### src/rtl/icache_pkg.sv
// Shared types and address-field helpers for the direct-mapped instruction cache.
package icache_pkg;

    typedef enum logic [1:0] {
        IDLE,
        REQ,
        FILL
    } state_e;

    // Byte-within-word bits (words are always 32 bits wide).
    localparam int BYTE_BITS = 2;
    // Widest address the field helpers accept.
    localparam int ADDR_MAX = 64;

    function automatic int off_bits(input int words_per_line);
        return $clog2(words_per_line);
    endfunction

    function automatic int idx_bits(input int num_lines);
        return $clog2(num_lines);
    endfunction

    function automatic int tag_bits(input int addr_width, input int num_lines, input int words_per_line);
        return addr_width - BYTE_BITS - off_bits(words_per_line) - idx_bits(num_lines);
    endfunction

    // Word offset within the line.
    function automatic logic [ADDR_MAX-1:0] addr_offset(input logic [ADDR_MAX-1:0] addr,
                                                        input int words_per_line);
        return (addr >> BYTE_BITS) & ADDR_MAX'(words_per_line - 1);
    endfunction

    // Line index.
    function automatic logic [ADDR_MAX-1:0] addr_index(input logic [ADDR_MAX-1:0] addr,
                                                       input int num_lines,
                                                       input int words_per_line);
        return (addr >> (BYTE_BITS + off_bits(words_per_line))) & ADDR_MAX'(num_lines - 1);
    endfunction

    // Tag: everything above the index.
    function automatic logic [ADDR_MAX-1:0] addr_tag(input logic [ADDR_MAX-1:0] addr,
                                                     input int num_lines,
                                                     input int words_per_line);
        return addr >> (BYTE_BITS + off_bits(words_per_line) + idx_bits(num_lines));
    endfunction

endpackage

### src/rtl/icache_direct_mapped_if.sv
// Fetch-side and backing-memory-side signals of the instruction cache.
// master = fetch stage plus backing memory, slave = the cache.
interface icache_direct_mapped_if #(
    parameter int ADDR_WIDTH = 32,
    parameter int DATA_WIDTH = 32
);
    logic                  read_enable;
    logic [ADDR_WIDTH-1:0] read_address;
    logic [DATA_WIDTH-1:0] read_data;
    logic                  read_valid;
    logic                  stall;
    logic                  invalidate;
    logic                  mem_req_valid;
    logic [ADDR_WIDTH-1:0] mem_req_address;
    logic                  mem_req_ready;
    logic                  mem_resp_valid;
    logic [DATA_WIDTH-1:0] mem_resp_data;

    modport master (
        output read_enable, read_address, invalidate,
        output mem_req_ready, mem_resp_valid, mem_resp_data,
        input  read_data, read_valid, stall,
        input  mem_req_valid, mem_req_address
    );

    modport slave (
        input  read_enable, read_address, invalidate,
        input  mem_req_ready, mem_resp_valid, mem_resp_data,
        output read_data, read_valid, stall,
        output mem_req_valid, mem_req_address
    );
endinterface

### src/rtl/icache_data_array.sv
// Instruction word storage: one write port for refill beats, one registered read port.
module icache_data_array #(
    parameter int DATA_WIDTH = 32,
    parameter int ADDR_W     = 6
) (
    input  logic                  clk,
    input  logic                  reset_n,
    input  logic                  we,
    input  logic [ADDR_W-1:0]     waddr,
    input  logic [DATA_WIDTH-1:0] wdata,
    input  logic                  re,
    input  logic [ADDR_W-1:0]     raddr,
    output logic [DATA_WIDTH-1:0] rdata
);
    localparam int DEPTH = 1 << ADDR_W;

    logic [DATA_WIDTH-1:0] mem [DEPTH];

    // Refill beat write.
    // NOTE: storage arrays are never reset; the valid bits alone decide whether contents are meaningful.
    always_ff @(posedge clk) begin
        if (we) begin
            mem[waddr] <= wdata;
        end
    end

    // Registered read; output holds its value when no read is issued.
    always_ff @(posedge clk) begin
        if (!reset_n) begin
            rdata <= '0;
        end else if (re) begin
            rdata <= mem[raddr];
        end
    end
endmodule

### src/rtl/icache_direct_mapped.sv
// Direct-mapped instruction cache: tag/valid lookup, refill FSM, whole-cache invalidate.
module icache_direct_mapped
    import icache_pkg::*;
#(
    parameter int ADDR_WIDTH     = 32,
    parameter int DATA_WIDTH     = 32,
    parameter int NUM_LINES      = 16,
    parameter int WORDS_PER_LINE = 4
) (
    input  logic clk,
    input  logic reset_n,
    icache_direct_mapped_if.slave bus
);
    localparam int OFF_W  = off_bits(WORDS_PER_LINE);
    localparam int IDX_W  = idx_bits(NUM_LINES);
    localparam int TAG_W  = tag_bits(ADDR_WIDTH, NUM_LINES, WORDS_PER_LINE);
    localparam int LOW_W  = BYTE_BITS + OFF_W;
    localparam int DADR_W = IDX_W + OFF_W;

    state_e                 state_q, state_d;
    logic [OFF_W-1:0]       beat_q, beat_d;
    logic                   inval_pending_q, inval_pending_d;
    logic [ADDR_WIDTH-1:0]  req_addr_q, req_addr_d;
    logic                   read_valid_q;
    logic [NUM_LINES-1:0]   valid_q;
    logic [TAG_W-1:0]       tag_q [NUM_LINES];

    logic [ADDR_MAX-1:0]    rd_addr_ext, fill_addr_ext;
    logic [IDX_W-1:0]       rd_idx, fill_idx;
    logic [OFF_W-1:0]       rd_off;
    logic [TAG_W-1:0]       rd_tag, fill_tag;
    logic [ADDR_WIDTH-1:0]  line_base;
    logic                   hit;

    logic                   clear_all, clear_line, fill_done, fill_we, rd_en;

    // Field extraction for the fetch address and the line being refilled.
    assign rd_addr_ext   = ADDR_MAX'(bus.read_address);
    assign fill_addr_ext = ADDR_MAX'(req_addr_q);
    assign rd_idx        = IDX_W'(addr_index(rd_addr_ext, NUM_LINES, WORDS_PER_LINE));
    assign rd_off        = OFF_W'(addr_offset(rd_addr_ext, WORDS_PER_LINE));
    assign rd_tag        = TAG_W'(addr_tag(rd_addr_ext, NUM_LINES, WORDS_PER_LINE));
    assign fill_idx      = IDX_W'(addr_index(fill_addr_ext, NUM_LINES, WORDS_PER_LINE));
    assign fill_tag      = TAG_W'(addr_tag(fill_addr_ext, NUM_LINES, WORDS_PER_LINE));
    assign line_base     = {bus.read_address[ADDR_WIDTH-1:LOW_W], {LOW_W{1'b0}}};

    assign hit = bus.read_enable && valid_q[rd_idx] && (tag_q[rd_idx] == rd_tag);

    assign bus.stall           = (state_q != IDLE) || (bus.read_enable && !hit) || bus.invalidate;
    assign bus.mem_req_valid   = (state_q == REQ);
    assign bus.mem_req_address = req_addr_q;
    assign bus.read_valid      = read_valid_q;

    // Next-state and control decode for lookup, request and line fill.
    always_comb begin
        // NOTE: every output gets a default first so no path through the case infers a latch.
        state_d         = state_q;
        beat_d          = beat_q;
        inval_pending_d = inval_pending_q;
        req_addr_d      = req_addr_q;
        clear_all       = 1'b0;
        clear_line      = 1'b0;
        fill_done       = 1'b0;
        fill_we         = 1'b0;
        rd_en           = 1'b0;

        unique case (state_q)
            IDLE: begin
                if (bus.invalidate) begin
                    clear_all = 1'b1;
                end else if (hit) begin
                    rd_en = 1'b1;
                end else if (bus.read_enable) begin
                    // Victim line goes invalid now so a partial fill can never hit.
                    req_addr_d = line_base;
                    clear_line = 1'b1;
                    state_d    = REQ;
                end
            end
            REQ: begin
                if (bus.invalidate) begin
                    inval_pending_d = 1'b1;
                end
                if (bus.mem_req_ready) begin
                    beat_d  = '0;
                    state_d = FILL;
                end
            end
            FILL: begin
                if (bus.invalidate) begin
                    inval_pending_d = 1'b1;
                end
                if (bus.mem_resp_valid) begin
                    fill_we = 1'b1;
                    beat_d  = beat_q + OFF_W'(1);
                    if (beat_q == OFF_W'(WORDS_PER_LINE - 1)) begin
                        // An invalidate seen during the refill also wipes the new line.
                        fill_done       = 1'b1;
                        clear_all       = inval_pending_q || bus.invalidate;
                        inval_pending_d = 1'b0;
                        state_d         = IDLE;
                    end
                end
            end
            default: state_d = IDLE;
        endcase
    end

    // FSM, refill bookkeeping, valid bits and read_valid.
    always_ff @(posedge clk) begin
        // NOTE: sequential state uses non-blocking assignments so every flop samples pre-edge values.
        if (!reset_n) begin
            state_q         <= IDLE;
            beat_q          <= '0;
            inval_pending_q <= 1'b0;
            req_addr_q      <= '0;
            read_valid_q    <= 1'b0;
            valid_q         <= '0;
        end else begin
            state_q         <= state_d;
            beat_q          <= beat_d;
            inval_pending_q <= inval_pending_d;
            req_addr_q      <= req_addr_d;
            read_valid_q    <= rd_en;
            if (clear_all) begin
                valid_q <= '0;
            end else if (clear_line) begin
                valid_q[rd_idx] <= 1'b0;
            end else if (fill_done) begin
                valid_q[fill_idx] <= 1'b1;
            end
        end
    end

    // Tag capture when a line completes.
    always_ff @(posedge clk) begin
        if (fill_done) begin
            tag_q[fill_idx] <= fill_tag;
        end
    end

    icache_data_array #(
        .DATA_WIDTH (DATA_WIDTH),
        .ADDR_W     (DADR_W)
    ) u_data (
        .clk     (clk),
        .reset_n (reset_n),
        .we      (fill_we),
        .waddr   ({fill_idx, beat_q}),
        .wdata   (bus.mem_resp_data),
        .re      (rd_en),
        .raddr   ({rd_idx, rd_off}),
        .rdata   (bus.read_data)
    );
endmodule

### src/flat_wrapper.sv
// flat-port wrapper written by rule: the top's interface ports become plain ports
module icache_direct_mapped_flat import icache_pkg::*;
#(
    parameter int ADDR_WIDTH     = 32,
    parameter int DATA_WIDTH     = 32,
    parameter int NUM_LINES      = 16,
    parameter int WORDS_PER_LINE = 4
)
  (clk, reset_n, bus_read_enable, bus_read_address, bus_invalidate, bus_mem_req_ready, bus_mem_resp_valid, bus_mem_resp_data, bus_read_data, bus_read_valid, bus_stall, bus_mem_req_valid, bus_mem_req_address);
  icache_direct_mapped_if #(.ADDR_WIDTH(ADDR_WIDTH), .DATA_WIDTH(DATA_WIDTH)) bus_i ();
  input  logic clk;
  input  logic reset_n;
  input wire logic [$bits(bus_i.read_enable)-1:0] bus_read_enable;
  input wire logic [$bits(bus_i.read_address)-1:0] bus_read_address;
  input wire logic [$bits(bus_i.invalidate)-1:0] bus_invalidate;
  input wire logic [$bits(bus_i.mem_req_ready)-1:0] bus_mem_req_ready;
  input wire logic [$bits(bus_i.mem_resp_valid)-1:0] bus_mem_resp_valid;
  input wire logic [$bits(bus_i.mem_resp_data)-1:0] bus_mem_resp_data;
  output wire logic [$bits(bus_i.read_data)-1:0] bus_read_data;
  output wire logic [$bits(bus_i.read_valid)-1:0] bus_read_valid;
  output wire logic [$bits(bus_i.stall)-1:0] bus_stall;
  output wire logic [$bits(bus_i.mem_req_valid)-1:0] bus_mem_req_valid;
  output wire logic [$bits(bus_i.mem_req_address)-1:0] bus_mem_req_address;
  assign bus_i.read_enable = bus_read_enable;
  assign bus_i.read_address = bus_read_address;
  assign bus_i.invalidate = bus_invalidate;
  assign bus_i.mem_req_ready = bus_mem_req_ready;
  assign bus_i.mem_resp_valid = bus_mem_resp_valid;
  assign bus_i.mem_resp_data = bus_mem_resp_data;
  assign bus_read_data = bus_i.read_data;
  assign bus_read_valid = bus_i.read_valid;
  assign bus_stall = bus_i.stall;
  assign bus_mem_req_valid = bus_i.mem_req_valid;
  assign bus_mem_req_address = bus_i.mem_req_address;
  icache_direct_mapped #(.ADDR_WIDTH(ADDR_WIDTH), .DATA_WIDTH(DATA_WIDTH), .NUM_LINES(NUM_LINES), .WORDS_PER_LINE(WORDS_PER_LINE)) u_core (.clk(clk), .reset_n(reset_n), .bus(bus_i));
endmodule
### config.mk
export PLATFORM = sky130hd
export DESIGN_NAME = icache_direct_mapped_flat
export DESIGN_NICKNAME = d
export VERILOG_FILES = /design/src/rtl/icache_pkg.sv /design/src/rtl/icache_direct_mapped_if.sv /design/src/rtl/icache_data_array.sv /design/src/rtl/icache_direct_mapped.sv /design/src/flat_wrapper.sv
export SDC_FILE = /design/constraint.sdc
export NUM_CORES = 2
export LEC_CHECK = 0
export CORE_UTILIZATION = 30
export DETAILED_ROUTE_END_ITERATION = 10
export HOLD_SLACK_MARGIN = 0.06
export PLACE_DENSITY_LB_ADDON = 0.3
export SLEW_MARGIN = 20
export SYNTH_ARGS = -nofsm -noshare
export SYNTH_HDL_FRONTEND = slang
export SYNTH_SLANG_ARGS = --single-unit
### constraint.sdc
create_clock -name clk -period 7.4 [get_ports clk]
set_clock_uncertainty 0.2 [all_clocks]
set_input_delay 1.85 -clock clk [delete_from_list [all_inputs] [get_ports clk]]
set_output_delay 1.85 -clock clk [all_outputs]
set_load 0.01 [all_outputs]
# Word level (Yosys, flattened, before mapping)

Memories as Yosys holds them, arrays and structs flattened. A register that Yosys moved wholly into a read port is not among the register bits.
Cells that the tools add are included.

Add/subtract/negate cells: 1
Magnitude comparators: 4
Equality and inequality tests: 10
Mux-type cells: 42
Bitwise logic cells: 6
Reduce and logical (&&, ||, !) cells: 18

Operators by type and width:

| kind                | number |
|---|---|
| $mux 16             | 2 |
| $mux 1              | 25 |
| $eq 24x24->1        | 1 |
| $and 16x16->16      | 1 |
| $mux 2              | 8 |
| $not 16->16         | 1 |
| $or 16x16->16       | 1 |
| $lt 4x5->1 const B  | 2 |
| $ne 2x2->1 const B  | 5 |
| $demux 1 s4         | 2 |
| $ge 4x1->1 const B  | 2 |
| $pmux 2 s3          | 1 |
| $reduce_and 6->1    | 1 |
| $reduce_bool 2->1   | 3 |
| $logic_and 1x1->1   | 5 |
| $bmux 1 s4          | 1 |
| $eq 2x2->1 const B  | 2 |
| $pmux 1 s2          | 2 |
| $pmux 2 s2          | 1 |
| $reduce_and 4->1    | 1 |
| $logic_or 1x1->1    | 3 |
| $not 1->1           | 3 |
| $reduce_and 3->1    | 1 |
| $add 2x1->2 const B | 1 |
| other kinds (5)     | 6 |

Register bits after elaboration: 50
Bits in writable memories: 2432
Input bits: 70
Output and inout port bits: 67
Logic and storage cells: 89
Memories: 2

Memories:

| memory            | words | width | rd ports | clocked after memory_dff | write ports | line                       | source |
|---|---|---|---|---|---|---|---|
| u_core.u_data.mem | 64    | 32    | 1        | 1                        | 1           | icache_data_array.sv:17    | `logic [DATA_WIDTH-1:0] mem [DEPTH];` |
| u_core.tag_q      | 16    | 24    | 1        | 0                        | 1           | icache_direct_mapped.sv:26 | `logic [TAG_W-1:0] tag_q [NUM_LINES];` |

# Depth between registers and ports, before layout

Depth after elaboration: 8
Gate-level depth with buffers: 15
Gate-level depth less buffers: 9

# Cells and area by module

From an unflattened synthesis, not the netlist that was laid out.

Cells, all modules: 4805
Area, all modules: 97563.6 µm²

By module, submodules not included:

| module               | instances | cells an instance | area each (µm²) | sequential area each (µm²) |
|---|---|---|---|---|
| icache_data_array    | 1         | 3706              | 79608.9         | 62139.6 |
| icache_direct_mapped | 1         | 1099              | 17954.7         | 12532.0 |

# Worst setup path before layout

Ideal clock, no wire load.

Path kind: input port to output port
Start: in bus_read_address[5]
End: out bus_stall
Data arrival time: 4.236 ns
Data required time: 5.350 ns
Slack: 1.114 ns
Stages on the path: 12
Path buffers: 4
Path through: buf_4 -> buf_6 -> buf_2 -> mux2_2 -> o22ai_1 -> a221oi_1 -> xor2_1 -> o32ai_1 -> o221ai_1 -> nor3_2 -> buf_2 -> o21ai_0

Word-level cells in the longest chain between the ends: 8

RTL lines:

| element                                                               | line                       | source |
|---|---|---|
| start: declaration                                                    | flat_wrapper.sv:14         | `input wire logic [$bits(bus_i.read_address)-1:0] bus_read_address;` |
| parallel branches: the longest is 3 deep, another holds $mem_v2 16x24 | n/a                        |  |
| $logic_and 1x1->1 *                                                   | icache_direct_mapped.sv:47 | `assign hit = bus.read_enable && valid_q[rd_idx] && (tag_q[rd_idx] == rd_tag);` |
| $logic_not 1->1 *                                                     | icache_direct_mapped.sv:49 | `assign bus.stall = (state_q != IDLE) \|\| (bus.read_enable && !hit) \|\| bus.invalidate;` |
| $logic_and 1x1->1 *                                                   | icache_direct_mapped.sv:49 |  |
| $logic_or 1x1->1 * (2 in series)                                      | icache_direct_mapped.sv:49 |  |
| end: declaration                                                      | flat_wrapper.sv:21         | `output wire logic [$bits(bus_i.stall)-1:0] bus_stall;` |

Every way passes the cells marked *. The select of a mux whose other input is x is not followed.

# Worst setup path in the final report

Ends and elaborated chain as after synthesis.

==> summary.txt <==
Worst setup path
  – Reg2Reg Depth: 10
  – Max FO, Critical Path: 47
  – Crit end category: output pin
  – Critical R2R Launch: u_core.tag_q[14][1]$_DFFE_PP_
  – R2r setup slk: 3.27 ns
  – Critical Path Max Stage Delay: 0.48 ns
  – CP most frequent cell: buf_4
  – Crit path buf inv count: 5
  – Critical-path cell list: buf_8, buf_12, mux4_2, a31oi_1, nand3_1, nor4_1, buf_4, o221ai_1, nor3_2, o21ai_0, buf_4, clkdlybuf4s50_1
  – Critical path class: in2out
  – Worst Path Arrival: 5.13 ns
  – FF-to-FF End: u_core.u_data.rdata[15]$_SDFFE_PN0P_
  – Slowest cell on crit path: clkdlybuf4s50_1
  – CP Launch Type: primary input
  – CP delay by family, top: buffers and inverters
  – WP data required: 5.35 ns

Timing
  – Final Max Slew Viols: 0
  – Final TNS setup: 0 ns
  – Post-route setup slack: 0.223 ns
  – Tmin final: 7.18 ns
  – RSZ-0062 raised after global routing: no
  – Hold_ws: 0.261 ns
  – Max_slew headroom: 0.224
  – Setup violators final: 0
  – Slew at the pin closest to its max-slew limit: 1.16 ns
  – F_max: 139 MHz
  – Final Cycle Share: 0.970
  – Final Hold Viols: 0

Synthesis
  – Post-synth EDFFs: 2432
  – Register area share after synthesis: 0.774
  – Syn avg cell area: 22.2 um^2
  – YS warnings: 0
  – Synth cell types: 67
  – Primary flip-flop cell chosen by synthesis mapping: edfxtp_1
  – Syn Std Cell Area: 96500 um^2
  – Synth Register Bits: 2514
  – Async S/R FF share, synth: 0
  – Cells after Synth: 4343

Power and ir drop
  – Worst VDD drop: 0.194 mV
  – P_leak: 0.0350 uW
  – P per Cell Area: 271 nW/um^2

CTS
  – Cts-stage hold buffer count: 0
  – Num CTS Buffers: 269
  – Clock Sinks: 2514
  – CTS HTree Levels: 5
  – CTS tree: built
  – Worst-path clk slew: 0.06 ns
  – Clk buf depth: 4
  – Clk root buf: clkbuf_16
  – Clock latency on the worst-skew pair: 0.87 ns
  – Cts repair resizes: 0
  – Postcts setup bufs: 0

Route
  – # DRC: 0
  – WL final: 292000 um
  – Vias: 48.4k
  – DRT antenna net count: 0
  – 1st-iter DRT viols: 6394
  – Drt pass-1 iters: 5
  – Wirelength per Cell: 31.7 um
  – Via/cell ratio: 5.25

Placement
  – IO buf count: 130
  – DP Worst Slack: 0.263 ns
  – GP Congestion: 0.803
  – Placed cell areas: 105000 um^2
  – HPWL after detailed placement: 164000 um

Global routing
  – Congestion Overflow GR: 0
  – Largest net degree at the start of global routing: 95
  – Total GRT Usage: 0.177
  – Vias in the first global route: 47.8k
  – First-pass GRT wire length: 397000 um
  – Antenna violations before repair: 23

Min path
  – Path category of the worst min-delay check: reg2reg
  – Hold path start: u_core.u_data.rdata[14]$_SDFFE_PN0P_
  – Hold path depth: 2
  – Hold Crit Endpoint: u_core.u_data.rdata[14]$_SDFFE_PN0P_

Floorplanning
  – Die H: 569 um
  – Core Region: 319000 um^2
  – # rows: 207
  – Io pins: 137
  – Width of the die: 569 um
  – Die area: 324000 um^2
  – Initial Util: 0.303

Cells and area
  – Layout cells sized above 1: 0.283
  – Fillers: 29.3k
  – Nets@finish: 4806
  – Post-route cell area: 113000 um^2
  – P&R area growth vs syn: 17.4%

Outcome
  – Run status: complete, no violations

Job
  – # Max-Cap Violations: 0
## worst max path at each step
stage	startpoint	end	cells after the start
3_5_place_dp	bus_read_address[7]	bus_stall	13
5_1_grt	bus_read_address[4]	bus_stall	13
6_report	bus_read_address[5]	bus_stall	12
4_1_cts	bus_read_address[7]	bus_stall	13
2_1_floorplan	bus_read_address[5]	bus_stall	12
3_3_place_gp	bus_read_address[4]	bus_stall	13
## cell type report
| cell class | instances | area (um^2) | area share |
|---|---|---|---|
| diodes | 4 | 10.0 | 0.0000884 |
| clock buffers | 331 | 7080 | 0.0625 |
| clock inverters | 141 | 1530 | 0.0135 |
| inverters | 13 | 48.8 | 0.000431 |
| multi-input cells | 1576 | 21300 | 0.188 |
| flip-flops and latches | 2514 | 74700 | 0.659 |
| well taps | 4284 | 5360 | 0.0473 |
| repair buffers | 357 | 3300 | 0.0291 |
## report_power, final
part,internal (uW),total [uW],switching (uW)
logic,580,1520,942
clock network,7780,13400,5630
registers,15700,15800,99.8
total,24000,30700,6670
## logic make-up after synthesis
| group | after synthesis | share of synthesized area |
|---|---|---|
| flops | 2514 | 0.774 |
| mux | 843 | 0.168 |
| simple gates | 400 | 0.0188 |
| compound gates | 294 | 0.0229 |
| buf+inv | 256 | 0.0127 |
| xor+xnor | 30 | 0.00272 |
| fa+ha+maj | 5 | 0.000649 |
| other cells | 1 | 0.0000389 |
## layout by cell type, fill, tap and decap left out, types with 26 or more instances in the layout
| cell | count |
|---|---|
| clkdlybuf4s50_1 | 91 |
| nand2_1 | 159 |
| edfxtp_1 | 2432 |
| a22oi_1 | 123 |
| buf_4 | 217 |
| nand3_1 | 29 |
| bufinv_16 | 27 |
| dfxtp_1 | 82 |
| nor2_1 | 26 |
| clkbuf_16 | 271 |
| clkinv_2 | 35 |
| clkbuf_1 | 53 |
| mux4_2 | 619 |
| mux2i_1 | 206 |
| nor2_4 | 84 |
| clkinv_1 | 48 |
## state kept, by name, indices dropped and copies added (netlist names)
register                    count
u_core.u_data.rdata            32
u_core.beat_q                   2
u_core.inval_pending_q          1
u_core.bus.mem_req_address     28
u_core.bus.read_valid           1
u_core.state_q                  2
u_core.valid_q                 16
u_core.u_data.mem            2048
u_core.tag_q                  384
## cell usage after synthesis, types with 18 or more instances
master | number | share of area
nor2_1 | 117 | 0.0046
clkbuf_1 | 125 | 0.0049
buf_4 | 28 | 0.0022
xor2_1 | 19 | 0.0017
nand3_1 | 29 | 0.0015
o211ai_1 | 18 | 0.0014
mux2i_1 | 206 | 0.021
edfxtp_1 | 2432 | 0.76
mux2_2 | 18 | 0.0021
o22ai_1 | 25 | 0.0016
dfxtp_1 | 82 | 0.017
a22oi_1 | 123 | 0.0096
buf_2 | 63 | 0.0033
buf_1 | 18 | 0.00070
o21ai_0 | 25 | 0.0013
nand2_1 | 160 | 0.0062
mux4_2 | 619 | 0.14
## worst min-delay path: stages, from the launching register on
cell and delay, ns:
dfxtp_1 0.31, nand2_1 0.05, mux2i_1 0.05
## routing by layer
layer  wire [um]  share of wire  global-route usage  up-vias
met1      123000           0.42               0.247    26400
met3       28400          0.097              0.0502      456
li1            -              -                   -    19200
met2      132000           0.45               0.268     2368
met4        8660          0.030              0.0515       30
met5         341         0.0012             0.00372        -
## per-stage QoR
stage	std cells	power (uW)	util
2_1_floorplan	4346	16900	-
3_3_place_gp	8735	17600	0.327
3_5_place_dp	8741	17600	0.328
4_1_cts	9213	31000	0.355
5_1_grt	9217	31500	0.355
6_report	9220	30700	0.355
No activity file was read; power rests on OpenSTA's default activity.
